`config.mk`:
```
export PLATFORM = sky130hd
export DESIGN_NAME = pipe_stage_reg_flat
export DESIGN_NICKNAME = d
export VERILOG_FILES = /design/src/rtl/pipe_stage_if.sv /design/src/rtl/pipe_stage_reg.sv /design/src/flat_wrapper.sv
export SDC_FILE = /design/constraint.sdc
export NUM_CORES = 1
export LEC_CHECK = 0
export CORE_MARGIN = 5
export CORE_UTILIZATION = 41
export CTS_BUF_LIST = sky130_fd_sc_hd__clkbuf_16
export DETAILED_ROUTE_END_ITERATION = 8
export HOLD_SLACK_MARGIN = 0.1
export PLACE_DENSITY = 0.85
export SYNTH_ARGS = -nofsm -noshare
export SYNTH_HDL_FRONTEND = slang
export SYNTH_SLANG_ARGS = --single-unit
```
`constraint.sdc`:
```
create_clock -name clk -period 1.73 [get_ports clk]
set_input_delay 0.346 -clock clk [delete_from_list [all_inputs] [get_ports clk]]
set_output_delay 0.346 -clock clk [all_outputs]
set_load 0.03 [all_outputs]
```
`src/rtl/pipe_stage_if.sv`:
```
// pipe_stage_if: fetch-to-decode bundle for pipe_stage_reg; master drives the
// control/fetch side, slave is the stage register.
interface pipe_stage_if #(
    parameter int INSTR_W = 32,
    parameter int PC_W    = 32,
    parameter int EXC_W   = 5,
    parameter int SIDE_W  = 1
);
    logic               req;
    logic               stall;
    logic               flush;
    logic [PC_W-1:0]    redirect_pc;
    logic [INSTR_W-1:0] instr_in;
    logic [PC_W-1:0]    pc_in;
    logic [EXC_W-1:0]   exc_in;
    logic               slot_in;
    logic [SIDE_W-1:0]  side_in;
    logic               valid_in;
    logic [INSTR_W-1:0] instr_out;
    logic [PC_W-1:0]    pc_out;
    logic [EXC_W-1:0]   exc_out;
    logic               slot_out;
    logic [SIDE_W-1:0]  side_out;
    logic               valid_out;

    modport master (
        output req, stall, flush, redirect_pc, instr_in, pc_in, exc_in, slot_in, side_in, valid_in,
        input  instr_out, pc_out, exc_out, slot_out, side_out, valid_out
    );

    modport slave (
        input  req, stall, flush, redirect_pc, instr_in, pc_in, exc_in, slot_in, side_in, valid_in,
        output instr_out, pc_out, exc_out, slot_out, side_out, valid_out
    );
endinterface

```
`src/rtl/pipe_stage_reg.sv`:
```
// pipe_stage_reg: fetch/decode boundary register with req > stall > flush > advance priority.
// Optional stall/bubble counters are enabled by defining PIPE_STAGE_PERF_EN.
module pipe_stage_reg #(
    parameter int                 INSTR_W    = 32,
    parameter int                 PC_W       = 32,
    parameter int                 EXC_W      = 5,
    parameter int                 SIDE_W     = 1,
    parameter int                 HOLD_MODE  = 1,
    parameter logic [PC_W-1:0]    RESET_PC   = 32'h0000_3000,
    parameter logic [PC_W-1:0]    HANDLER_PC = 32'h0000_4180,
    parameter logic [INSTR_W-1:0] NOP_WORD   = '0
`ifdef PIPE_STAGE_PERF_EN
    ,
    parameter int                 CNT_W      = 32
`endif
) (
    input  logic             clk,
    input  logic             rst_n,
`ifdef PIPE_STAGE_PERF_EN
    input  logic             perf_clr,
    output logic [CNT_W-1:0] stall_cnt,
    output logic [CNT_W-1:0] bubble_cnt,
`endif
    pipe_stage_if.slave      bus
);
    logic               live_q, live_d;
    logic [INSTR_W-1:0] hold_q, hold_d;
    logic [PC_W-1:0]    pc_q, pc_d;
    logic [EXC_W-1:0]   exc_q, exc_d;
    logic               slot_q, slot_d;
    logic [SIDE_W-1:0]  side_q, side_d;
    logic               valid_q, valid_d;

    always_comb begin
        live_d  = live_q;
        hold_d  = hold_q;
        pc_d    = pc_q;
        exc_d   = exc_q;
        slot_d  = slot_q;
        side_d  = side_q;
        valid_d = valid_q;
        if (bus.req) begin
            live_d  = 1'b0;
            hold_d  = NOP_WORD;
            pc_d    = HANDLER_PC;
            exc_d   = '0;
            slot_d  = 1'b0;
            side_d  = '0;
            valid_d = 1'b0;
        end else if (bus.stall) begin
            // First stall cycle latches the memory word before it disappears
            hold_d = live_q ? bus.instr_in : hold_q;
            live_d = 1'b0;
        end else if (bus.flush) begin
            live_d  = 1'b0;
            hold_d  = NOP_WORD;
            pc_d    = bus.redirect_pc;
            exc_d   = bus.exc_in;
            slot_d  = 1'b0;
            side_d  = '0;
            valid_d = 1'b0;
        end else begin
            pc_d    = bus.pc_in;
            exc_d   = bus.exc_in;
            slot_d  = bus.slot_in;
            side_d  = bus.side_in;
            valid_d = bus.valid_in;
            live_d  = (HOLD_MODE != 0);
            hold_d  = (HOLD_MODE != 0) ? hold_q : bus.instr_in;
        end
    end

    always_ff @(posedge clk or negedge rst_n) begin
        if (!rst_n) begin
            live_q  <= 1'b0;
            hold_q  <= NOP_WORD;
            pc_q    <= RESET_PC;
            exc_q   <= '0;
            slot_q  <= 1'b0;
            side_q  <= '0;
            valid_q <= 1'b0;
        end else begin
            live_q  <= live_d;
            hold_q  <= hold_d;
            pc_q    <= pc_d;
            exc_q   <= exc_d;
            slot_q  <= slot_d;
            side_q  <= side_d;
            valid_q <= valid_d;
        end
    end

    assign bus.instr_out = live_q ? bus.instr_in : hold_q;
    assign bus.pc_out    = pc_q;
    assign bus.exc_out   = exc_q;
    assign bus.slot_out  = slot_q;
    assign bus.side_out  = side_q;
    assign bus.valid_out = valid_q;

`ifdef PIPE_STAGE_PERF_EN
    logic [CNT_W-1:0] stall_cnt_q, stall_cnt_d;
    logic [CNT_W-1:0] bubble_cnt_q, bubble_cnt_d;
    logic             stall_inc, bubble_inc;

    always_comb begin
        stall_inc    = !bus.req && bus.stall;
        bubble_inc   = bus.req || (!bus.stall && (bus.flush || !bus.valid_in));
        stall_cnt_d  = perf_clr ? '0 : (stall_inc && !(&stall_cnt_q)) ? stall_cnt_q + 1'b1 : stall_cnt_q;
        bubble_cnt_d = perf_clr ? '0 : (bubble_inc && !(&bubble_cnt_q)) ? bubble_cnt_q + 1'b1 : bubble_cnt_q;
    end

    always_ff @(posedge clk or negedge rst_n) begin
        if (!rst_n) begin
            stall_cnt_q  <= '0;
            bubble_cnt_q <= '0;
        end else begin
            stall_cnt_q  <= stall_cnt_d;
            bubble_cnt_q <= bubble_cnt_d;
        end
    end

    assign stall_cnt  = stall_cnt_q;
    assign bubble_cnt = bubble_cnt_q;
`endif
endmodule

```
`src/flat_wrapper.sv`:
```
// flat-port wrapper written by rule: the top's interface ports become plain ports
module pipe_stage_reg_flat 
#(
    parameter int                 INSTR_W    = 32,
    parameter int                 PC_W       = 32,
    parameter int                 EXC_W      = 5,
    parameter int                 SIDE_W     = 1,
    parameter int                 HOLD_MODE  = 1,
    parameter logic [PC_W-1:0]    RESET_PC   = 32'h0000_3000,
    parameter logic [PC_W-1:0]    HANDLER_PC = 32'h0000_4180,
    parameter logic [INSTR_W-1:0] NOP_WORD   = '0

)
  (clk, rst_n, bus_req, bus_stall, bus_flush, bus_redirect_pc, bus_instr_in, bus_pc_in, bus_exc_in, bus_slot_in, bus_side_in, bus_valid_in, bus_instr_out, bus_pc_out, bus_exc_out, bus_slot_out, bus_side_out, bus_valid_out);
  pipe_stage_if #(.INSTR_W(INSTR_W), .PC_W(PC_W), .EXC_W(EXC_W), .SIDE_W(SIDE_W)) bus_i ();
  input  logic clk;
  input  logic rst_n;
  input wire logic [$bits(bus_i.req)-1:0] bus_req;
  input wire logic [$bits(bus_i.stall)-1:0] bus_stall;
  input wire logic [$bits(bus_i.flush)-1:0] bus_flush;
  input wire logic [$bits(bus_i.redirect_pc)-1:0] bus_redirect_pc;
  input wire logic [$bits(bus_i.instr_in)-1:0] bus_instr_in;
  input wire logic [$bits(bus_i.pc_in)-1:0] bus_pc_in;
  input wire logic [$bits(bus_i.exc_in)-1:0] bus_exc_in;
  input wire logic [$bits(bus_i.slot_in)-1:0] bus_slot_in;
  input wire logic [$bits(bus_i.side_in)-1:0] bus_side_in;
  input wire logic [$bits(bus_i.valid_in)-1:0] bus_valid_in;
  output wire logic [$bits(bus_i.instr_out)-1:0] bus_instr_out;
  output wire logic [$bits(bus_i.pc_out)-1:0] bus_pc_out;
  output wire logic [$bits(bus_i.exc_out)-1:0] bus_exc_out;
  output wire logic [$bits(bus_i.slot_out)-1:0] bus_slot_out;
  output wire logic [$bits(bus_i.side_out)-1:0] bus_side_out;
  output wire logic [$bits(bus_i.valid_out)-1:0] bus_valid_out;
  assign bus_i.req = bus_req;
  assign bus_i.stall = bus_stall;
  assign bus_i.flush = bus_flush;
  assign bus_i.redirect_pc = bus_redirect_pc;
  assign bus_i.instr_in = bus_instr_in;
  assign bus_i.pc_in = bus_pc_in;
  assign bus_i.exc_in = bus_exc_in;
  assign bus_i.slot_in = bus_slot_in;
  assign bus_i.side_in = bus_side_in;
  assign bus_i.valid_in = bus_valid_in;
  assign bus_instr_out = bus_i.instr_out;
  assign bus_pc_out = bus_i.pc_out;
  assign bus_exc_out = bus_i.exc_out;
  assign bus_slot_out = bus_i.slot_out;
  assign bus_side_out = bus_i.side_out;
  assign bus_valid_out = bus_i.valid_out;
  pipe_stage_reg #(.INSTR_W(INSTR_W), .PC_W(PC_W), .EXC_W(EXC_W), .SIDE_W(SIDE_W), .HOLD_MODE(HOLD_MODE), .RESET_PC(RESET_PC), .HANDLER_PC(HANDLER_PC), .NOP_WORD(NOP_WORD)) u_core (.clk(clk), .rst_n(rst_n), .bus(bus_i));
endmodule
```
== Word level (Yosys, flattened, before mapping) ==
Index checks and enable logic that the tools add are counted.

* Equal/unequal tests: 1
* Mux-type cells: 21
* Reduce and logical (&&, ||, !) cells: 1

{| class="wikitable"
|+ Operators with widths
! kind !! count
|-
| $mux 32 || 7
|-
| $mux 1 || 12
|-
| $mux 5 || 2
|-
| $reduce_bool 3->1 || 1
|-
| $ne 2x2->1 const B || 1
|}

* Register bits: 73
* Bits of input ports: 109
* Output and inout port bits: 72
* Word-level logic and storage cells: 30

== Longest topological paths before layout ==
* Depth in word-level cells: 3
* Depth in mapped cells: 5
* Mapped depth without buffers: 2

== Worst setup path before layout ==
Ideal clock, no wire load.

* Path kind: reg2out
* Start point: reg u_core.live_q
* End point: out bus_instr_out[0]
* Arrival time: 0.976 ns
* Data required time: 1.384 ns
* Setup slack: 0.408 ns
* Cell stages (with the launch flop): 4
* Path buffers: 2
* Cell sequence: dfrtp_1 buf_6 buf_12 mux2_4

* Longest elaborated chain between the ends: 1

{| class="wikitable"
|+ Ends and longest elaborated chain
! item !! RTL line !! RTL
|-
| start, declared || pipe_stage_reg.sv:26 || <nowiki>logic live_q, live_d;</nowiki>
|-
| start signal, assigned || pipe_stage_reg.sv:83 || <nowiki>live_q <= live_d;</nowiki>
|-
| $mux 32 || pipe_stage_reg.sv:93 || <nowiki>assign bus.instr_out = live_q ? bus.instr_in : hold_q;</nowiki>
|-
| end, declared || flat_wrapper.sv:28 || <nowiki>output wire logic [$bits(bus_i.instr_out)-1:0] bus_instr_out;</nowiki>
|}

No other way between the ends.

== Worst setup path after layout ==
* Start point: reg u_core.live_q
* End point: out bus_instr_out[19]

The elaborated chain is that of the path after synthesis.

==> results.py <==
metrics = {
    "run_status": {
        "status": "finished, violations left",
        "violations": "negative setup slack",
    },
    "yosys": {
        "seq_area_frac_synth": 0.4881,
        "yosys.area.top_type": "dfrtp_1",
        "synth_edf_count": 0,
        "yosysTopAreaCellShare": 0.4741,
        "syn_avg_cell_area_um2": 13.10,
        "yosysMostFrequentCell": "dfrtp_1",
        "synth_cells": 286,
        "async_flop_share": 1.000,
        "synth_warnings": 0,
        "ys_ff_latch": 73,
        "synth_common_cells": "71 x dfrtp_1, 37 x mux2i_1, 32 x a32o_1",
        "synthDistinctLibCells": 23,
        "synthesis.area_um2": 3747,
        "synth.area.top_cells": "dfrtp_1 47%, mux2_4 12%, mux2i_1 9.9%",
        "synth_fp_nets": 395,
        "ys_dominant_reg_cell": "dfrtp_1",
    },
    "power": {
        "leakagePower_nw": 2.897,
        "ir_drop_v": 0.0005288,
        "power_frac_seq": 0.396,
        "power_frac_comb": 0.226,
        "p_clk_frac": 0.377,
        "p_int_w": 0.003411,
        "swShare": 0.2610,
        "p_total_w": 0.004616,
        "powerDensity_nw_per_um2": 771.4,
        "p_sw_w": 0.001204,
    },
    "critical_path": {
        "end_kind": "primary output",
        "worstPathRequired_ns": 1.38,
        "critPathKind": "flip-flop to primary output",
        "rr_startpoint": "u_core.live_q$_DFF_PN0_",
        "cp-start-kind": "flip-flop",
        "r2r_slack_ns": 0.42,
        "crit_start": "u_core.live_q$_DFF_PN0_",
        "critical_path.max_fanout": 16,
        "critical_path_arrival_ns": 1.43,
    },
    "finish": {
        "multiInputGateArea_um2": 1703,
        "regArea_um2": 1831,
        "fin_nets": 567,
        "drive_above_1_share": 0.2100,
        "area_growth_pct": 59.67,
        "fillCellCount": 659,
        "post-route-cell-area_um2": 5983,
        "insertedDiodeCount": 0,
    },
    "placed_design": {
        "io_buffers": 180,
        "post_dp_cell_area_um2": 5503,
        "place_congestion": 0.7580,
        "dp.final_hpwl_mm": 7.876,
    },
    "clocking": {
        "cts_setup_buffers": 0,
        "worstSkewPairLatency_ns": 0.32,
        "cts_tree": "done",
        "cts_buffer_depth": 2,
        "clk_pin_slew_ns": 0.06,
        "root_buffer": "clkbuf_16",
        "htree_levels": 3,
        "numCtsBuffers": 9,
        "cts_num_sinks": 73,
    },
    "timing": {
        "hold_viol": 0,
        "setup_viol": 32,
        "tightest_slew_ns": 1.187,
        "relSlewSlack": 0.2080,
        "finClkSkew_ns": 0.003484,
        "max_freq_mhz": 562.8,
        "final_max_slew_viol_count": 0,
        "rsz0062_at_grt": "yes",
        "layout_setup_ws_ns": -0.04673,
        "period_share": 1.027,
        "layout_min_cycle_time_ns": 1.777,
    },
    "routing": {
        "dr_total_vias": 3044,
        "drt_pre_antenna_iters": 4,
        "vias_per_cell": 5.340,
        "drt_iter0_drc": 98,
        "wl_per_cell_um": 19.10,
        "routed_wl_mm": 10.89,
        "antenna_left": 0,
        "drc": 0,
    },
    "global_routing": {
        "grt_pass1_vias": 3259,
        "overflow": 0,
        "antenna_found_initial": 0,
        "track_usage": 0.1924,
        "grt_max_degree": 45,
        "grt_first_pass_wirelength_mm": 17.21,
    },
    "hold_path": {
        "hold_start": "u_core.bus.exc_out[4]$_DFFE_PN0P_",
        "hp-class": "flip-flop to flip-flop",
    },
    "die": {
        "dieArea_um2": 11150,
        "rows": 34,
        "start_util": 0.4255,
        "core_area_um2": 8806,
        "die_h_um": 105.6,
        "die_x_um": 105.6,
        "io_pins": 181,
    },
    "flow_run": {
        "cap_violations": 0,
    },
}
==> timing repair <==
| action | CTS | global route |
|---|---|---|
| hold buffers | 1 | 0 |
| endpoints found under the setup margin | 75 | 51 |
| endpoints found under the hold margin | 33 | 0 |
| cloned | 1 | 0 |
| gates resized for setup | 47 | 19 |
==> flip-flops by register name, indices dropped and copies added (netlist names) <==
name	flops
u_core.bus.exc_out	5
u_core.bus.pc_out	32
u_core.bus.side_out	1
u_core.bus.slot_out	1
u_core.bus.valid_out	1
u_core.hold_q	32
u_core.live_q	1
==> layout by cell type (no fill, tap or decap), types with 2 or more instances in the layout <==
| master | Yosys | layout |
|---|---|---|
| clkinv_1 | 0 | 2 |
| mux2_4 | 30 | 32 |
| a32o_1 | 32 | 32 |
| mux2i_1 | 37 | 37 |
| clkdlybuf4s50_1 | 0 | 115 |
| buf_6 | 7 | 32 |
| buf_4 | 0 | 5 |
| buf_12 | 3 | 5 |
| buf_2 | 9 | 2 |
| a2bb2oi_1 | 3 | 3 |
| clkinv_2 | 0 | 2 |
| a21oi_1 | 3 | 3 |
| a211oi_1 | 29 | 29 |
| or3b_2 | 2 | 2 |
| dfrtp_1 | 71 | 70 |
| inv_1 | 1 | 2 |
| nor2b_1 | 30 | 29 |
| dfstp_2 | 2 | 2 |
| nand2_1 | 3 | 3 |
| nor2_1 | 7 | 6 |
| clkbuf_16 | 0 | 9 |
| dlymetal6s2s_1 | 0 | 19 |
| dlygate4sd2_1 | 0 | 11 |
==> kinds of logic after synthesis <==
family                 Yosys count  share of synthesized area
AOI/OAI and AO/OA               67                     0.1546
and+or+nand+nor                 45                    0.07012
muxes                           69                     0.2250
buffers and inverters           32                    0.06210
DFF                             73                     0.4881
==> through the flow <==
| step | setup TNS (ns) | std cells | worst slack [ns] | utilization | hold slack [ns] |
|---|---|---|---|---|---|
| floorplan | 0 | 286 | 0.4079 | - | 0.05041 |
| global placement | -13.97 | 553 | -0.3645 | 0.6249 | 0.3439 |
| detailed placement | -18.15 | 553 | -0.4845 | 0.6249 | 0.3519 |
| CTS | -1.808 | 570 | -0.06919 | 0.6741 | 0.5312 |
| global route | -2.303 | 570 | -0.08415 | 0.6795 | 0.5522 |
| finish | -1.209 | 570 | -0.04673 | 0.6795 | 0.5229 |
==> per-layer routing <==
metal,GRT usage,wire (um),share of wire,up-vias
met5,0,0,0,-
met4,0.05365,128,0.012,0
met3,0.04768,714,0.066,14
met2,0.3397,5707,0.52,118
met1,0.2340,4334,0.40,1491
li1,-,-,-,1421
==> final timing paths <==
kind	endpoint	cells after the start
worst max-delay path	bus_instr_out[19]	3
worst min-delay path	u_core.bus.exc_out[4]$_DFFE_PN0P_	2
worst max register to register	u_core.hold_q[15]$_DFFE_PN0P_	3
worst min register to register	u_core.bus.exc_out[4]$_DFFE_PN0P_	2
max in group asynchronous	u_core.hold_q[13]$_DFFE_PN0P_	3
min in group asynchronous	u_core.bus.exc_out[2]$_DFFE_PN0P_	2
==> worst max-delay path: stages (launching register included) <==
cell	delay (ns)
dfrtp_2	0.43
buf_12	0.19
mux2_4	0.34
buf_6	0.14
==> area by class of cell <==
| class | instances | share of cell area |
|---|---|---|
| Timing Repair Buffer | 191 | 0.3394 |
| Sequential cell | 73 | 0.3059 |
| Tap cell | 108 | 0.02258 |
| Clock inverter | 6 | 0.008574 |
| Multi-Input combinational cell | 181 | 0.2846 |
| Inverter | 2 | 0.001255 |
| Clock buffer | 9 | 0.03764 |
==> power groups by stage <==
stage               clock (W)  sequential, W  combinational, W
floorplan                   0        0.00198          0.000389
global placement            0        0.00186           0.00101
detailed placement          0        0.00186           0.00103
CTS                   0.00177        0.00183           0.00106
global route          0.00185        0.00184           0.00111
finish                0.00174        0.00183           0.00104
No activity file was read; power rests on OpenSTA's default activity.
==> variant 1, RTL diff (same settings) <==
`HOLD_MODE` is set to 1 in 2 places; all go to 0.
--- a/src/rtl/pipe_stage_reg.sv
+++ b/src/rtl/pipe_stage_reg.sv
@@ -5,7 +5,7 @@
     parameter int                 PC_W       = 32,
     parameter int                 EXC_W      = 5,
     parameter int                 SIDE_W     = 1,
-    parameter int                 HOLD_MODE  = 1,
+    parameter int                 HOLD_MODE  = 0,
     parameter logic [PC_W-1:0]    RESET_PC   = 32'h0000_3000,
     parameter logic [PC_W-1:0]    HANDLER_PC = 32'h0000_4180,
     parameter logic [INSTR_W-1:0] NOP_WORD   = '0
--- a/src/flat_wrapper.sv
+++ b/src/flat_wrapper.sv
@@ -5,7 +5,7 @@
     parameter int                 PC_W       = 32,
     parameter int                 EXC_W      = 5,
     parameter int                 SIDE_W     = 1,
-    parameter int                 HOLD_MODE  = 1,
+    parameter int                 HOLD_MODE  = 0,
     parameter logic [PC_W-1:0]    RESET_PC   = 32'h0000_3000,
     parameter logic [PC_W-1:0]    HANDLER_PC = 32'h0000_4180,
     parameter logic [INSTR_W-1:0] NOP_WORD   = '0
Function: changed (Yosys sat finds a counterexample within 4 cycles, from zero or initial values and one cycle with rst_n low).
==> variant 1 against the original RTL <==
- worst setup slack better by 0.079 ns
- synthesized area down 5.8%
- critical endpoint is now bus_instr_out[11]
- power down 1.4%
- highest routed layer unchanged
- non-clock buffer count down 2
- sequential cell count down 1
- wire length down 9.5%
- final area down 4.4%
==> variant 1: results (changes against the original RTL) <==
Syn Nets=422 (+6.8%); vias in the first global route=3,076 (-5.6%); proportion of layout cells with a drive suffix above 1=9.221% (-12 points); FF-to-FF path depth=2 (-1); global-route wire length before repair=15.10 mm (-12%); hold_sp=bus_req; worst reg-to-reg setup slack=0.87 ns (+0.45 ns); outcome=finished, final reports clean; synth top area cells=dfrtp_1 50%, mux2i_1 10%, or3b_1 8.7%; final WL=9.853 mm (-9.5%); final net count=592 (+4.4%); Netlist cell types=18 (-22%); Seq/Total Area, Yosys=51.13% (+2.3 points); family with the most delay on the worst path=buffers and inverters; worst skew pair latency=0.31 ns; WHS Path Cells=3 (+1); Rel. slew slack=64.44% (+44 points); GPL Wtd Cong=0.7691 (+1.5%); origin of the worst setup path=u_core.hold_q[11]$_DFFE_PN0P_; Slowest-stage cell, CP=clkdlybuf4s50_1; vias=2,948 (-3.2%); multiplexer share of the synthesized area=10.50% (-12 points); hold crit path type=in2reg; Peak VDD IR=0.5965 mV (+13%); Synth Area in Compound Gates=13.58% (-1.9 points); worst setup path endpoint=bus_instr_out[11]; destination of the worst hold path=u_core.bus.pc_out[7]$_DFFE_PN0P_; largest net degree at the start of global routing=67 (+49%); wl on met1=3.908 mm (-9.8%); Synth top cells by count=70 x dfrtp_1, 37 x mux2i_1, 35 x nand2_1, 35 x or3b_1; Reg-to-Reg End=u_core.bus.pc_out[12]$_DFFE_PN1P_; Max clock buf depth=2 (unchanged); drt first-iter violations=105 (+7.1%); GRT Overall Usage=18.08% (-1.2 points); worst-path fanout max=2 (-14); met3 WL=792 um (+11%); post-DP HPWL=7.250 mm (-8.0%); RR Startpoint=u_core.bus.pc_out[12]$_DFFE_PN1P_; leak pwr=2.947 nW (+1.7%); crit-path max cell delay=0.69 ns (+0.26 ns); Area after DPL=5331 sq um (-3.1%); worst clock skew=0 ns (-0.003484 ns); CTS H-tree depth=3 (unchanged); wire length on met2=5.082 mm (-11%); ys async rst share=100.0% (unchanged); crit path DAT=1.35 ns (-0.08 ns)
## variant 1: cell types whose count changed after synthesis, moves of 16 or more
cell and change:
a32o_1 -32, a21oi_2 +16, nand2_1 +32, mux2_4 -30, or3b_1 +34, a21oi_1 +16
## variant 1: final cells by class
type / instances / area [sq um]
clock buffers: 9 / 225.2
clock inverters: 7 / 62.56
fillers: 648 / 2579
inverters: 1 / 3.754
multi-input cells: 210 / 1498
flip-flops and latches: 72 / 1804
well taps: 105 / 131.4
repair buffers: 189 / 1996
## variant 1: power by group
group / internal (W) / leakage (nW) / switching (W)
clock network: 0.00110 / 0.136 / 0.000666
logic: 0.000491 / 1.87 / 0.000471
registers: 0.00178 / 0.945 / 0.0000458
## variant 1: through the flow
stage / cells / setup TNS [ns] / util [%] / setup WS (ns) / hold slack (ns)
after floorplan: 313 / 0 / - / 0.5923 / 0.05041
after global placement: 576 / 0 / 64.24 / 0.2151 / 0.3425
after detailed placement: 576 / 0 / 64.24 / 0.2052 / 0.3489
after CTS: 593 / 0 / 67.75 / 0.001342 / 0.3850
after global routing: 593 / -0.001550 / 68.93 / -0.001550 / 0.4166
final: 593 / 0 / 68.93 / 0.03240 / 0.3919
## variant 1: worst reg2reg max path, stage by stage (launching register included)
cell      delay (ns)
dfstp_2         0.52
nor2b_1         0.04
a211oi_1        0.21
## variant 1: cells by family after synthesis
logic type,after synthesis
flops,72
mux,37
simple gates,106
buf+inv,31
compound gates,67
## variant 1: repair_timing
item	in CTS	in global routing
setup buffers	0	0
endpoints found under the setup margin	5	39
hold buffers	1	0
pin swaps	0	0
resized for setup	5	39
hold endpoints to repair	35	0
## variant 1: routing by layer
metal / vias to the layer above / global-route usage, %
met5: - / 0
met4: 0 / 4.880
met3: 6 / 5.007
met2: 100 / 31.38
met1: 1395 / 22.18
li1: 1447 / -
==> variant 2, RTL diff (config.mk and constraints unchanged) <==
Without the edit above. `PC_W` is set to 32 in 3 places; all go to 64.
--- a/src/rtl/pipe_stage_if.sv
+++ b/src/rtl/pipe_stage_if.sv
@@ -2,7 +2,7 @@
 // control/fetch side, slave is the stage register.
 interface pipe_stage_if #(
     parameter int INSTR_W = 32,
-    parameter int PC_W    = 32,
+    parameter int PC_W    = 64,
     parameter int EXC_W   = 5,
     parameter int SIDE_W  = 1
 );
--- a/src/rtl/pipe_stage_reg.sv
+++ b/src/rtl/pipe_stage_reg.sv
@@ -2,7 +2,7 @@
 // Optional stall/bubble counters are enabled by defining PIPE_STAGE_PERF_EN.
 module pipe_stage_reg #(
     parameter int                 INSTR_W    = 32,
-    parameter int                 PC_W       = 32,
+    parameter int                 PC_W       = 64,
     parameter int                 EXC_W      = 5,
     parameter int                 SIDE_W     = 1,
     parameter int                 HOLD_MODE  = 1,
--- a/src/flat_wrapper.sv
+++ b/src/flat_wrapper.sv
@@ -2,7 +2,7 @@
 module pipe_stage_reg_flat 
 #(
     parameter int                 INSTR_W    = 32,
-    parameter int                 PC_W       = 32,
+    parameter int                 PC_W       = 64,
     parameter int                 EXC_W      = 5,
     parameter int                 SIDE_W     = 1,
     parameter int                 HOLD_MODE  = 1,
Interface: changed (resized bus_pc_in, bus_pc_out and bus_redirect_pc); port bits go from 181 to 277. No check against the original RTL was run, so the function may have changed too.
==> variant 2 against the original RTL <==
- the flow still finishes with violations (setup timing)
- sequential cell count grew 32
- cell count rose by 53%
- final area grew 45%
- global-route usage increased by 1.5 points
- worst setup slack gained 0.0094 ns
- wire length increased by 54%
- utilization decreased by 1.7 points
- clock power up 20%
- power is 37% higher
- first-iteration DRC count rose to 3.1 times the old value
- fmax up 0.53%
- count of clock-buffer cells in the layout did not move
- synthesized area increased by 45%
- critical endpoint is now bus_instr_out[1]
- largest cell class unchanged
- highest routed layer unchanged
==> variant 2: results (changes against the original RTL) <==
outcome=complete, but fails checks; failing checks=setup timing; via-per-instance ratio=5.249 (-1.7%); buffers added on ports=276 (+53%); final setup vio count=32 (unchanged); post-cts sizing count=86 (+83%); Reg power frac=41.9% (+2.3 points); final net count=865 (+53%); largest net degree at the start of global routing=74 (+64%); synth top area cells=dfrtp_1 48%, mux2i_1 13%, mux2_4 8.3%; filler cell count=989 (+50%); GRT Overall Usage=20.72% (+1.5 points); share of the synthesized area in the top cell type=47.58% (+0.16 points); buffering overhead=34.82% (+0.88 points); drt wl/cell=19.23 um (+0.68%); Syn Nets=601 (+52%); hold crit path type=in2reg; Rel. slew slack=15.91% (-4.9 points); Netlist cell types=25 (+8.7%); clk tree area frac=3.510% (-1.1 points); P_seq=0.00265 W (+45%); post-DP HPWL=12.49 mm (+59%); proportion of layout cells with a drive suffix above 1=15.78% (-5.2 points); GPL Wtd Cong=0.8330 (+9.9%); tap cells=176 (+63%); PnR worst setup slack=-0.03736 ns (+0.009367 ns); Synth top cells by count=103 x dfrtp_1, 69 x mux2i_1, 62 x nor2b_1, 56 x a211oi_1, 32 x a32o_1; sequential cell count=105 (+44%); drt first-iter violations=306 (+210%); worst clock skew=0.001982 ns (-0.001502 ns)
-- variant 2: cell count changes after synthesis, moves of 4 or more --
cell / unedited run / this run
a211oi_1: 29 / 56
a211oi_2: 0 / 5
buf_2: 9 / 17
clkbuf_1: 9 / 13
dfrtp_1: 71 / 103
mux2i_1: 37 / 69
nor2b_1: 30 / 62
-- variant 2: path summary, 6_finish.rpt --
path,from,end,slack [ns]
min in group asynchronous,rst_n,u_core.hold_q[0]$_DFFE_PN0P_,0.50
max reg2reg,u_core.live_q$_DFF_PN0_,u_core.hold_q[1]$_DFFE_PN0P_,0.44
min,bus_stall,u_core.live_q$_DFF_PN0_,0.43
max in group asynchronous,rst_n,u_core.bus.pc_out[12]$_DFFE_PN1P_,0.61
max,u_core.live_q$_DFF_PN0_,bus_instr_out[1],-0.04
min reg2reg,u_core.bus.exc_out[4]$_DFFE_PN0P_,u_core.bus.exc_out[4]$_DFFE_PN0P_,0.52
-- variant 2: kinds of logic (layout without fill, tap and decap cells) --
family	Yosys count	after routing	share of synthesized area, %
compound gates	99	99	15.59
buf+inv	46	315	5.843
mux	101	101	21.48
flops	105	105	48.54
simple gates	77	77	8.545
-- variant 2: per-stage QoR --
stage                     utilization [%]  hold WS, ns  cells  setup TNS (ns)  setup WS [ns]
final                               66.21       0.4278    873         -0.6976       -0.03736
after global routing                66.21       0.4515    873          -1.898       -0.07331
after CTS                           65.82       0.4295    873          -1.238       -0.06589
after detailed placement            62.98       0.3114    856          -2.483        -0.1035
after global placement              62.98       0.3031    856         -0.4488       -0.01655
after floorplan                         -      0.05041    428               0         0.4070
-- variant 2: routing by layer --
metal	vias to the layer above	track usage [%]	wire (um)
met2	185	36.70	8790
li1	2122	-	-
met5	-	0	0
met1	2254	24.76	6514
met3	21	5.842	1190
met4	0	5.804	289
